`src/rtl/mem_access_stage_if.sv`:
```
// Data-memory bus between the MEM stage (master) and the data memory (slave).
// Request fields are held stable from dReq until the single-cycle dAck.
interface mem_access_stage_if;
    logic        dReq;
    logic        dWe;
    logic [31:0] dAddr;
    logic [31:0] dWdata;
    logic [3:0]  dBe;
    logic [31:0] dRdata;
    logic        dAck;

    modport master (
        output dReq, dWe, dAddr, dWdata, dBe,
        input  dRdata, dAck
    );

    modport slave (
        input  dReq, dWe, dAddr, dWdata, dBe,
        output dRdata, dAck
    );
endinterface

```
`src/rtl/mem_access_stage.sv`:
```
// Pipeline MEM stage: issues handshaked loads/stores, extends load data, stalls while busy.
// Optional `MEM_PERF_CNT_EN adds load/store/stall event counters.
module mem_access_stage #(
    parameter int TIMEOUT_CYC = 255
) (
    input  logic        clk,
    input  logic        rst,
    input  logic        memRdm,
    input  logic        memWrtm,
    input  logic [2:0]  funct3m,
    input  logic [31:0] aluRsltm,
    input  logic [31:0] wrtDatam,
    output logic [31:0] readDm,
    output logic        memStallm,
    output logic        misAlgnm,
    output logic        busErrm,
`ifdef MEM_PERF_CNT_EN
    output logic [31:0] ldCnt,
    output logic [31:0] stCnt,
    output logic [31:0] stallCnt,
`endif
    mem_access_stage_if.master bus
);

    typedef enum logic [1:0] {
        IDLE = 2'b00,
        BUSY = 2'b01,
        DONE = 2'b10
    } state_t;

    localparam logic [7:0] TO_LAST = 8'(TIMEOUT_CYC - 1);

    state_t      state_q, state_d;
    logic [7:0]  cnt_q, cnt_d;
    logic [31:0] readdm_q, readdm_d;
    logic [31:0] addr_q, addr_d;
    logic        we_q, we_d;
    logic [3:0]  be_q, be_d;
    logic [31:0] wdata_q, wdata_d;
    logic [2:0]  funct3_q, funct3_d;

    logic        access, is_store, f3_legal, aligned;
    logic [1:0]  sz;
    logic        req, we_o, stall, misalgn, buserr;
    logic [31:0] addr_o, wdata_o;
    logic [3:0]  be_o;

    function automatic logic [3:0] lane_be(input logic [1:0] size, input logic [1:0] off);
        case (size)
            2'b00:   lane_be = 4'b0001 << off;
            2'b01:   lane_be = 4'b0011 << off;
            default: lane_be = 4'b1111;
        endcase
    endfunction

    function automatic logic [31:0] lane_wdata(input logic [1:0] size, input logic [31:0] wd);
        case (size)
            2'b00:   lane_wdata = {4{wd[7:0]}};
            2'b01:   lane_wdata = {2{wd[15:0]}};
            default: lane_wdata = wd;
        endcase
    endfunction

    // The byte/half is picked from the latched offset; bit 2 of funct3 selects zero-extension.
    function automatic logic [31:0] load_ext(input logic [2:0] f3, input logic [1:0] off,
                                             input logic [31:0] rd);
        logic [31:0]       sh;
        logic signed [7:0]  b;
        logic signed [15:0] h;
        sh = rd >> {off, 3'b000};
        b  = sh[7:0];
        h  = sh[15:0];
        case (f3)
            3'b000:  load_ext = {{24{b[7]}}, b};
            3'b001:  load_ext = {{16{h[15]}}, h};
            3'b100:  load_ext = {24'h0, b};
            3'b101:  load_ext = {16'h0, h};
            default: load_ext = rd;
        endcase
    endfunction

    always_comb begin
        access   = memRdm | memWrtm;
        is_store = memWrtm;
        sz       = funct3m[1:0];
        if (is_store) begin
            f3_legal = (funct3m == 3'b000) || (funct3m == 3'b001) || (funct3m == 3'b010);
        end else begin
            f3_legal = (funct3m == 3'b000) || (funct3m == 3'b001) || (funct3m == 3'b010) ||
                       (funct3m == 3'b100) || (funct3m == 3'b101);
        end
        case (sz)
            2'b01:   aligned = ~aluRsltm[0];
            2'b10:   aligned = (aluRsltm[1:0] == 2'b00);
            default: aligned = 1'b1;
        endcase
    end

    always_comb begin
        state_d  = state_q;
        cnt_d    = cnt_q;
        readdm_d = readdm_q;
        addr_d   = addr_q;
        we_d     = we_q;
        be_d     = be_q;
        wdata_d  = wdata_q;
        funct3_d = funct3_q;
        req      = 1'b0;
        we_o     = 1'b0;
        addr_o   = 32'h0;
        wdata_o  = 32'h0;
        be_o     = 4'h0;
        stall    = 1'b0;
        misalgn  = 1'b0;
        buserr   = 1'b0;
        case (state_q)
            IDLE: begin
                if (access) begin
                    if (f3_legal && aligned) begin
                        req      = 1'b1;
                        stall    = 1'b1;
                        we_o     = is_store;
                        addr_o   = {aluRsltm[31:2], 2'b00};
                        wdata_o  = lane_wdata(sz, wrtDatam);
                        be_o     = lane_be(sz, aluRsltm[1:0]);
                        addr_d   = aluRsltm;
                        we_d     = is_store;
                        be_d     = be_o;
                        wdata_d  = wdata_o;
                        funct3_d = funct3m;
                        cnt_d    = 8'h0;
                        state_d  = BUSY;
                    end else begin
                        misalgn  = 1'b1;
                        readdm_d = 32'h0;
                    end
                end
            end
            BUSY: begin
                req     = 1'b1;
                stall   = 1'b1;
                we_o    = we_q;
                addr_o  = {addr_q[31:2], 2'b00};
                wdata_o = wdata_q;
                be_o    = be_q;
                if (bus.dAck) begin
                    if (!we_q) begin
                        readdm_d = load_ext(funct3_q, addr_q[1:0], bus.dRdata);
                    end
                    cnt_d   = 8'h0;
                    state_d = DONE;
                end else if (cnt_q == TO_LAST) begin
                    buserr   = 1'b1;
                    readdm_d = 32'h0;
                    cnt_d    = 8'h0;
                    state_d  = DONE;
                end else begin
                    cnt_d = cnt_q + 8'h1;
                end
            end
            DONE: begin
                state_d = IDLE;
            end
            default: begin
                state_d = IDLE;
            end
        endcase
    end

    always_ff @(posedge clk or posedge rst) begin
        if (rst) begin
            state_q  <= IDLE;
            cnt_q    <= 8'h0;
            readdm_q <= 32'h0;
            addr_q   <= 32'h0;
            we_q     <= 1'b0;
            be_q     <= 4'h0;
            wdata_q  <= 32'h0;
            funct3_q <= 3'h0;
        end else begin
            state_q  <= state_d;
            cnt_q    <= cnt_d;
            readdm_q <= readdm_d;
            addr_q   <= addr_d;
            we_q     <= we_d;
            be_q     <= be_d;
            wdata_q  <= wdata_d;
            funct3_q <= funct3_d;
        end
    end

    // Outputs are forced low while reset is held so an abandoned request never leaks out.
    assign bus.dReq    = req & ~rst;
    assign bus.dWe     = we_o & ~rst;
    assign bus.dAddr   = rst ? 32'h0 : addr_o;
    assign bus.dWdata  = rst ? 32'h0 : wdata_o;
    assign bus.dBe     = rst ? 4'h0 : be_o;
    assign memStallm   = stall & ~rst;
    assign misAlgnm    = misalgn & ~rst;
    assign busErrm     = buserr & ~rst;
    assign readDm      = readdm_q;

`ifdef MEM_PERF_CNT_EN
    logic [31:0] ldcnt_q, ldcnt_d;
    logic [31:0] stcnt_q, stcnt_d;
    logic [31:0] stallcnt_q, stallcnt_d;

    always_comb begin
        ldcnt_d    = ldcnt_q;
        stcnt_d    = stcnt_q;
        stallcnt_d = stallcnt_q;
        if (state_q == BUSY && bus.dAck) begin
            if (we_q) stcnt_d = stcnt_q + 32'h1;
            else      ldcnt_d = ldcnt_q + 32'h1;
        end
        if (stall) stallcnt_d = stallcnt_q + 32'h1;
    end

    always_ff @(posedge clk or posedge rst) begin
        if (rst) begin
            ldcnt_q    <= 32'h0;
            stcnt_q    <= 32'h0;
            stallcnt_q <= 32'h0;
        end else begin
            ldcnt_q    <= ldcnt_d;
            stcnt_q    <= stcnt_d;
            stallcnt_q <= stallcnt_d;
        end
    end

    assign ldCnt    = ldcnt_q;
    assign stCnt    = stcnt_q;
    assign stallCnt = stallcnt_q;
`endif

endmodule

```
`src/flat_wrapper.sv`:
```
// flat-port wrapper written by rule: the top's interface ports become plain ports
module mem_access_stage_flat 
#(
    parameter int TIMEOUT_CYC = 255
)
  (clk, rst, memRdm, memWrtm, funct3m, aluRsltm, wrtDatam, readDm, memStallm, misAlgnm, busErrm, bus_dReq, bus_dWe, bus_dAddr, bus_dWdata, bus_dBe, bus_dRdata, bus_dAck);
  mem_access_stage_if bus_i ();
  input  logic clk;
  input  logic rst;
  input  logic memRdm;
  input  logic memWrtm;
  input  logic [2:0] funct3m;
  input  logic [31:0] aluRsltm;
  input  logic [31:0] wrtDatam;
  output logic [31:0] readDm;
  output logic memStallm;
  output logic misAlgnm;
  output logic busErrm;
  output wire logic [$bits(bus_i.dReq)-1:0] bus_dReq;
  output wire logic [$bits(bus_i.dWe)-1:0] bus_dWe;
  output wire logic [$bits(bus_i.dAddr)-1:0] bus_dAddr;
  output wire logic [$bits(bus_i.dWdata)-1:0] bus_dWdata;
  output wire logic [$bits(bus_i.dBe)-1:0] bus_dBe;
  input wire logic [$bits(bus_i.dRdata)-1:0] bus_dRdata;
  input wire logic [$bits(bus_i.dAck)-1:0] bus_dAck;
  assign bus_dReq = bus_i.dReq;
  assign bus_dWe = bus_i.dWe;
  assign bus_dAddr = bus_i.dAddr;
  assign bus_dWdata = bus_i.dWdata;
  assign bus_dBe = bus_i.dBe;
  assign bus_i.dRdata = bus_dRdata;
  assign bus_i.dAck = bus_dAck;
  mem_access_stage #(.TIMEOUT_CYC(TIMEOUT_CYC)) u_core (.clk(clk), .rst(rst), .memRdm(memRdm), .memWrtm(memWrtm), .funct3m(funct3m), .aluRsltm(aluRsltm), .wrtDatam(wrtDatam), .readDm(readDm), .memStallm(memStallm), .misAlgnm(misAlgnm), .busErrm(busErrm), .bus(bus_i));
endmodule
```
`config.mk`:
```
export PLATFORM = sky130hd
export DESIGN_NAME = mem_access_stage_flat
export DESIGN_NICKNAME = d
export VERILOG_FILES = /design/src/rtl/mem_access_stage_if.sv /design/src/rtl/mem_access_stage.sv /design/src/flat_wrapper.sv
export SDC_FILE = /design/constraint.sdc
export NUM_CORES = 1
export LEC_CHECK = 0
export CAP_MARGIN = 20
export CORE_MARGIN = 1
export CORE_UTILIZATION = 48
export CTS_BUF_LIST = sky130_fd_sc_hd__clkbuf_2
export DETAILED_ROUTE_END_ITERATION = 10
export PLACE_DENSITY = 0.92
export SLEW_MARGIN = 20
export SYNTH_ARGS = -nofsm -noshare
export SYNTH_HDL_FRONTEND = slang
export SYNTH_SLANG_ARGS = --single-unit
```
`constraint.sdc`:
```
create_clock -name clk -period 5 [get_ports clk]
set_input_delay 1 -clock clk [delete_from_list [all_inputs] [get_ports clk]]
set_output_delay 1 -clock clk [all_outputs]
set_load 0.02 [all_outputs]
```
# [After elaboration in Yosys (flattened, before gate mapping)]
# Index checks and enable logic that the tools add are counted.
[word_totals] inputBits=104 reg_bits=114
[op_classes] mux=45 n_eq_ne=16 reduce_logical=15 bitwise=7 n_shift=3 addsub=1
[op_table] op="$mux 32" count=11
[op_table] op="$pmux 32 s2" count=4
[op_table] op="$pmux 32 s4" count=1
[op_table] op="$mux 8" count=4
[op_table] op="$shr 32x5->16" count=1
[op_table] op="$pmux 4 s2" count=2
[op_table] op="$pmux 8 s2" count=1
[op_table] op="$eq 3x3->1 const B" count=4
[op_table] op="$mux 4" count=3
[op_table] op="$mux 1" count=11
[op_table] op="$reduce_and 3->1" count=3
[op_table] op="$add 8x1->8 const B" count=1
[op_table] op="$eq 8x8->1 const B" count=1
[op_table] op="$mux 2" count=4
[op_table] op="$eq 3x1->1 const B" count=2
[op_table] op="$logic_not 2->1" count=3
[op_table] op="$logic_not 3->1" count=2
[op_table] op="$pmux 1 s2" count=3
[op_table] op="$reduce_and 5->1" count=1
[op_table] op="$and 1x1->1" count=4
[op_table] op="$eq 2x1->1 const B" count=2
[op_table] op="$logic_or 1x1->1" count=4
[op_table] op="$ne 2x1->1 const B" count=2
[op_table] op="$pmux 2 s2" count=1
[op_table] op="11 further kinds" count=12

# [Depth between registers and ports, before layout]
# Gate-level depths: netlist of run 1.
[depth] ltp_word=11 ltp_mapped=10

# [Least setup slack after synthesis of run 1]
# OpenSTA, ideal clock, no wires.
[synth_path] kind="input -> output" from="input port rst" to="output port misAlgnm" setup_slack_ns=0.163 stages=2 t_arrival_ns=3.837 path_cell_list="inv_1 > and2_1"
[synth_via] elab_chain_cells=2
[synth_rtl] item="start, declared" line_no="flat_wrapper.sv:9" rtl="input logic rst;"
[synth_rtl] item="$not 1->1" line_no="mem_access_stage.sv:199" rtl="assign misAlgnm = misalgn & ~rst;"
[synth_rtl] item="$and 1x1->1" line_no="mem_access_stage.sv:199"
[synth_rtl] item="end, declared" line_no="flat_wrapper.sv:17" rtl="output logic misAlgnm;"
# Every way passes these cells.

# [Final worst setup path of run 1]
[layout_path] from="input port funct3m[0]" to="output port bus_dBe[0]"
[layout_via] elab_chain_cells=11
[layout_rtl] item="start, declared" line_no="flat_wrapper.sv:12" rtl="input logic [2:0] funct3m;"
[layout_rtl] item="$eq 3x1->1 / $logic_not 3->1 (equally long branches)" line_no="mem_access_stage.sv:87, mem_access_stage.sv:89"
[layout_rtl] item="$logic_or 1x1->1 (2 in a row)" line_no="mem_access_stage.sv:87, mem_access_stage.sv:89"
[layout_rtl] item="$logic_or 1x1->1" line_no="mem_access_stage.sv:89" rtl="f3_legal = (funct3m == 3'b000) || (funct3m == 3'b001) || (funct3m == 3'b010) ||"
[layout_rtl] item="$logic_or 1x1->1" line_no="mem_access_stage.sv:90" rtl="(funct3m == 3'b100) || (funct3m == 3'b101);"
[layout_rtl] item="$mux 1" line_no="mem_access_stage.sv:86" rtl="if (is_store) begin"
[layout_rtl] item="$logic_and 1x1->1" line_no="mem_access_stage.sv:119" rtl="if (f3_legal && aligned) begin"
[layout_rtl] item="$mux 4 *" line_no="mem_access_stage.sv:119"
[layout_rtl] item="$mux 4 *" line_no="mem_access_stage.sv:118" rtl="if (access) begin"
[layout_rtl] item="$pmux 4 s2 *" line_no="mem_access_stage.sv:116" rtl="case (state_q)"
[layout_rtl] item="$mux 4 *" line_no="mem_access_stage.sv:197" rtl="assign bus.dBe = rst ? 4'h0 : be_o;"
[layout_rtl] item="end, declared" line_no="flat_wrapper.sv:23" rtl="output wire logic [$bits(bus_i.dBe)-1:0] bus_dBe;"
# Every way passes the cells marked *; elsewhere a longest branch is shown, timed or not.

==> results of run 1 <==
## stage by stage
step	utilization	area (sq um)
final	0.6797	9036
after global routing	0.6797	9036
after CTS	0.6774	9006
after detailed placement	0.6596	8770
after global placement	0.6596	8770
after floorplan	-	6599
## cell families (layout without fill, tap and decap cells)
kind of cell	Yosys count	after routing
AOI/OAI and AO/OA	268	268
DFF	114	114
other	1	3
and+or+nand+nor	184	184
buffers and inverters	184	361
muxes	24	24
adders and majority gates	5	5
xor gates and xnor gates	1	1
## critical path: cells and delay by family
family	cells	cell delay, ps
compound gates	3	840
fa+ha+maj	1	160
buf+inv	5	1570
## layout make-up
class	instances	share of cell area
Multi-Input combinational cell	484	0.3387
Sequential cell	114	0.3157
Timing Repair Buffer	223	0.2501
Inverter	107	0.04472
Tap cell	176	0.02437
Clock inverter	12	0.01565
Clock buffer	19	0.01052
Antenna cell	1	0.0002769
## sequential cells by signal, summed over array words and instances, names as in the netlist
| name | cells |
|---|---|
| u_core.addr_q | 32 |
| u_core.be_q | 4 |
| u_core.cnt_q | 8 |
| u_core.funct3_q | 3 |
| u_core.readDm | 32 |
| u_core.state_q | 2 |
| u_core.wdata_q | 32 |
| u_core.we_q | 1 |
## where the power goes
| part | switching, mW | internal, mW |
|---|---|---|
| Combinational | 0.936 | 0.716 |
| Sequential | 0.302 | 1.28 |
| Clock | 0.358 | 0.274 |
| Total | 1.60 | 2.27 |
## layout by cell type, fill, tap and decap left out, types with 3 or more instances in the layout
cell,instances
buf_4,12
nand4_1,64
nor2_1,10
a32oi_1,7
or3_1,3
nand3b_1,8
o32ai_1,18
ha_1,5
bufinv_16,3
clkdlybuf4s50_1,206
o21ai_1,10
a21o_1,10
o21ai_0,77
inv_1,106
a21oi_1,71
mux2_2,12
mux2i_1,10
nand2b_1,4
nand3_1,6
and2_1,4
o221ai_1,8
a31oi_1,3
nand2_1,75
a2bb2oi_1,7
dfrtp_1,114
buf_12,4
o211ai_1,8
clkinv_2,4
o31ai_1,15
clkbuf_2,19
a22o_1,17
## layer usage
layer	up-vias	track usage	part of all wire
met5	-	0	0
met4	0	0.1519	0.041
li1	3121	-	-
met3	63	0.05603	0.067
met2	334	0.4473	0.47
met1	3213	0.3898	0.42
## worst min-delay path by stage
stage	from	end	slack, ps	cells past startpoint
3_3_place_gp	u_core.cnt_q[5]	u_core.cnt_q[5]	500	1
5_1_grt	u_core.cnt_q[4]	u_core.cnt_q[4]	570	1
6_report	u_core.readDm[5]	u_core.readDm[5]	540	2
4_1_cts	u_core.addr_q[23]	u_core.addr_q[23]	540	2
2_1_floorplan	u_core.cnt_q[5]	u_core.cnt_q[5]	470	1
3_5_place_dp	u_core.addr_q[23]	u_core.addr_q[23]	520	2
==> impl_metrics.toml, run 1 <==
[run_status]
status = "complete, no violations"

[power_and_ir_drop]
p_total_mw = 3.870
pwr_density_cell_mw_per_mm2 = 428.3
power.leakage_nw = 3.662
peakVddDrop_uv = 233.5

[floorplan]
core_region_area_sq_mm = 0.01330
start_util = 0.4960
fp.dieH_um = 119.2
die-area_sq_mm = 0.01421
row_count = 42
io_pins = 209
die_x_um = 119.2

[synth]
synthSimpleGateAreaFrac = 0.1438
synth_compound_area_frac = 0.2607
synth_ff_type = "dfrtp_1"
synthAdderAreaFrac = 0.009486
netlist_area_sq_mm = 0.006595
synth_top_cell_area_share = 0.4326
yosysSeqAreaShare = 0.4326
synth_cell_types = 55
synth.mux.area_fraction = 0.04079
ys_ff_latch = 114
yosys.cell_count.top_type = "dfrtp_1"
synthCells = 781
synthTopCellsByArea = "dfrtp_1 (43%), inv_1 (6.1%), nand4_1 (6.1%)"
synth_commonest_cells = "dfrtp_1 (114), inv_1 (107), o21ai_0 (77)"
yosys.area.top_type = "dfrtp_1"
synth-xor-area-share = 0.001328
synth_edf_count = 0
async_reset_ff_frac = 1.000
postSynthAreaPerCell_sq_um = 8.444
synth_top_family_by_area = "compound AO/OA/AOI/OAI gates"
ys_warn_count = 0

[setup_path]
worstPathCellList = "clkdlybuf4s50_1, inv_1, ha_1, inv_1, o311ai_4, buf_12, o2111ai_1, a21oi_1, clkdlybuf4s50_1"
critPathArrivalTime_ps = 3570
required_ps = 4000
crit_end = "bus_dBe[0]"
r2r_slack_ps = 2400
criticalPathCategory = "in2out"
rr_startpoint = "u_core.addr_q[1]"
max_stage_delay_ps = 650
critPathMaxFanout = 45
crit_path_start = "funct3m[0]"
r2r_cells = 4
cpMaxStageDelayCell = "clkdlybuf4s50_1"
r2r-end = "u_core.readDm[16]"
worstSetupStartpointType = "primary input"
worstSetupEndpointType = "output port"

[layout]
regArea_sq_mm = 0.002853
area.growth.synth_to_final_pct = 37.01
final_layout_size_suffix_gt1_frac = 0.07508
fillers = 1055
multi_input_area_sq_mm = 0.003060
instances_no_fill = 1136
nets = 1056

[sta]
tightestPinTransition_ps = 1016
whs_ps = 543.7
fin_crit_ps = 4566
finalMaxSlewViolations = 0
hold_viol = 0
finalSetupViolCount = 0
fin_setup_tns_ps = 0
clock_skew_ps = 32.87
relSlewSlack = 0.3116
finalWorstSetupSlack_ps = 434.2
max_freq_mhz = 219.0
rsz0062_at_grt = "false"
timing.final.crit_share = 0.9132

[clock_tree]
cts_num_sinks = 114
cts_buffers = 17
clkTransAtPathRegs_ps = 160
h-tree-depth = 4
clk_latency_ps = 700
cts_resized = 0
postCtsSetupRepairBufs = 0
cts-root-buf = "clkbuf_2"
cts.hold.buffers_added = 0
cts_tree = "done"
cts.path.max_buffers = 2

[place]
hpwl_um = 13690
place_congestion = 0.9019
dp.cells = 1103
dp_slack_ps = 456.5
port_buffers = 206

[global_route]
grt_pass1_vias = 6511
track_usage = 0.2911
antenna_found_initial = 1
grt-ovfl-total = 0
grt_max_degree = 80
grt_pass1_wl_um = 32710

[drt]
post_drt_via_cell_ratio = 5.925
postRouteAntennaNets = 0
vias = 6731
wl_per_cell_um = 17.80
wl_um = 20220
drc = 0
drt-initial-drc-count = 632
drtPass1Iterations = 7

[run]
cap_viol_max_count = 0

[hold_path]
hp-class = "reg2reg"
No activity file was read; power rests on OpenSTA's default activity.
==> run 2, diff against run 1 <==
- CORE_UTILIZATION: 48 -> 44
- PLACE_DENSITY: 0.92 -> 0.9
- clock period: 5 -> 4 ns (I/O delays scaled with it)
==> impl_metrics.toml, run 2 (synthesis results as in run 1) <==
[drt]
drc = 0
drt-initial-drc-count = 612
wl_um = 20120
postRouteAntennaNets = 0
vias = 6689
wl_per_cell_um = 17.45
drtPass1Iterations = 5
post_drt_via_cell_ratio = 5.801

[sta]
fin_setup_tns_ps = 0
fin_crit_ps = 3753
finalMaxSlewViolations = 0
hold_viol = 0
tightestPinTransition_ps = 930.7
finalSetupViolCount = 0
timing.final.crit_share = 0.9383
max_freq_mhz = 266.4
clock_skew_ps = 30.40
relSlewSlack = 0.3697
rsz0062_at_grt = "false"

[clock_tree]
clkTransAtPathRegs_ps = 150
clk_latency_ps = 690
cts_tree = "done"
cts_num_sinks = 114
cts.path.max_buffers = 2
cts_buffers = 17
h-tree-depth = 4
cts-root-buf = "clkbuf_2"

[place]
placedInstanceArea_sq_mm = 0.008919
hpwl_um = 13980
place_congestion = 0.8921
port_buffers = 206

[hold_path]
hp-class = "reg2reg"
hp-start = "u_core.cnt_q[5]"
min_path_cells = 1
hold_end = "u_core.cnt_q[5]"

[global_route]
antenna_found_initial = 1
grt_pass1_wl_um = 32830
grt-ovfl-total = 0
grt_pass1_vias = 6394
grt_max_degree = 73
track_usage = 0.2623

[run]
cap_viol_max_count = 0

[layout]
final_layout_size_suffix_gt1_frac = 0.08368
final_common_cell = "clkdlybuf4s50_1"
final_cell_mix = "clkdlybuf4s50_1 (136), dfrtp_1 (114), inv_1 (106), o21ai_0 (77), nand2_1 (75)"
area.growth.synth_to_final_pct = 38.19
fin_util = 0.6247
nets = 1068
final_area_sq_mm = 0.009114

[setup_path]
worstSetupStartpointType = "primary input"
critPathArrivalTime_ps = 2950
r2r-end = "u_core.readDm[24]"
criticalPathCategory = "in2out"
rr_startpoint = "u_core.addr_q[1]"
critPathMaxFanout = 25
r2r_slack_ps = 1420
required_ps = 3200
r2r_cells = 4
worstSetupEndpointType = "output port"

[floorplan]
start_util = 0.4521
die-area_sq_mm = 0.01548
core_region_area_sq_mm = 0.01459
row_count = 44
fp.dieH_um = 124.4
die_x_um = 124.4
io_pins = 209

[run_status]
status = "complete, no violations"

[power_and_ir_drop]
power.leakage_nw = 4.168
pwr_density_cell_mw_per_mm2 = 516.7
peakVddDrop_uv = 257.6
run 2: cell count changes in the layout (fill, tap and decap cells not counted), moves of 5 or more:
| cell | before | now |
|---|---|---|
| buf_12 | 4 | 9 |
| clkdlybuf4s50_1 | 206 | 136 |
| dlymetal6s2s_1 | 0 | 10 |
| buf_4 | 12 | 18 |
| dlygate4sd2_1 | 0 | 60 |
run 2: layout make-up:
type / instances / area, sq um
Multi-Input combinational cell: 484 / 3063
Timing Repair Buffer: 235 / 2371
Sequential cell: 114 / 2853
Fill cell: 1235 / 5475
Clock inverter: 9 / 93.84
Tap cell: 184 / 230.2
Inverter: 107 / 405.4
Clock buffer: 19 / 95.09
Antenna cell: 1 / 2.502
run 2: metrics by stage:
stage | std cells | power (mW) | hold WS (ps) | setup WS (ps)
finish | 1153 | 4.709 | 528.9 | 246.7
global placement | 1121 | 3.994 | 499.0 | -89.32
CTS | 1152 | 4.717 | 522.9 | 0.5842
floorplan | 782 | 3.241 | 472.2 | 273.8
detailed placement | 1121 | 4.065 | 503.0 | -108.4
global route | 1153 | 5.051 | 568.0 | 78.94
run 2: power by group:
group	leakage [nW]	internal, mW	switching [mW]	total [mW]
Combinational	2.58	0.876	1.16	2.04
Sequential	1.46	1.61	0.381	1.99
Clock	0.124	0.268	0.416	0.684
run 2: layer usage:
layer / GRT usage / wire length (um) / vias up
met4: 0.1318 / 764 / 0
met1: 0.3514 / 8543 / 3187
li1: - / - / 3135
met3: 0.04897 / 1384 / 61
met5: 0 / 0 / -
met2: 0.4059 / 9428 / 306
run 2: how the worst max path moves through the flow:
stage | start | endpoint | slack [ps]
after CTS | funct3m[1] | bus_dAddr[18] | 0.6
after detailed placement | funct3m[1] | bus_dWdata[13] | -110
after floorplan | rst | misAlgnm | 270
after global placement | funct3m[1] | bus_dReq | -90
after global routing | funct3m[1] | bus_dAddr[5] | 80
final | funct3m[1] | bus_dBe[0] | 250
run 2: worst max-delay path, cell delays in order:
cell and delay (ps):
clkdlybuf4s50_1 520, ha_1 160, inv_1 90, o311ai_4 320, buf_4 190, buf_12 160, o2111ai_1 140, a21oi_1 200
dlygate4sd2_1 360
run 2: what timing repair did:
| item | CTS | global route |
|---|---|---|
| endpoints found under the setup margin | 44 | 10 |
| endpoints found under the hold margin | 0 | 0 |
| hold buffers | 0 | 0 |
| setup buffers | 2 | 0 |
| resized for setup | 62 | 10 |
| pin swaps | 1 | 0 |
| gates cloned | 1 | 0 |
==> run 3, diff against run 2 <==
- GPL_ROUTABILITY_DRIVEN: unset -> 1
==> results of run 3 <==
Final layout, timing and power as in run 2 (identical DEF).
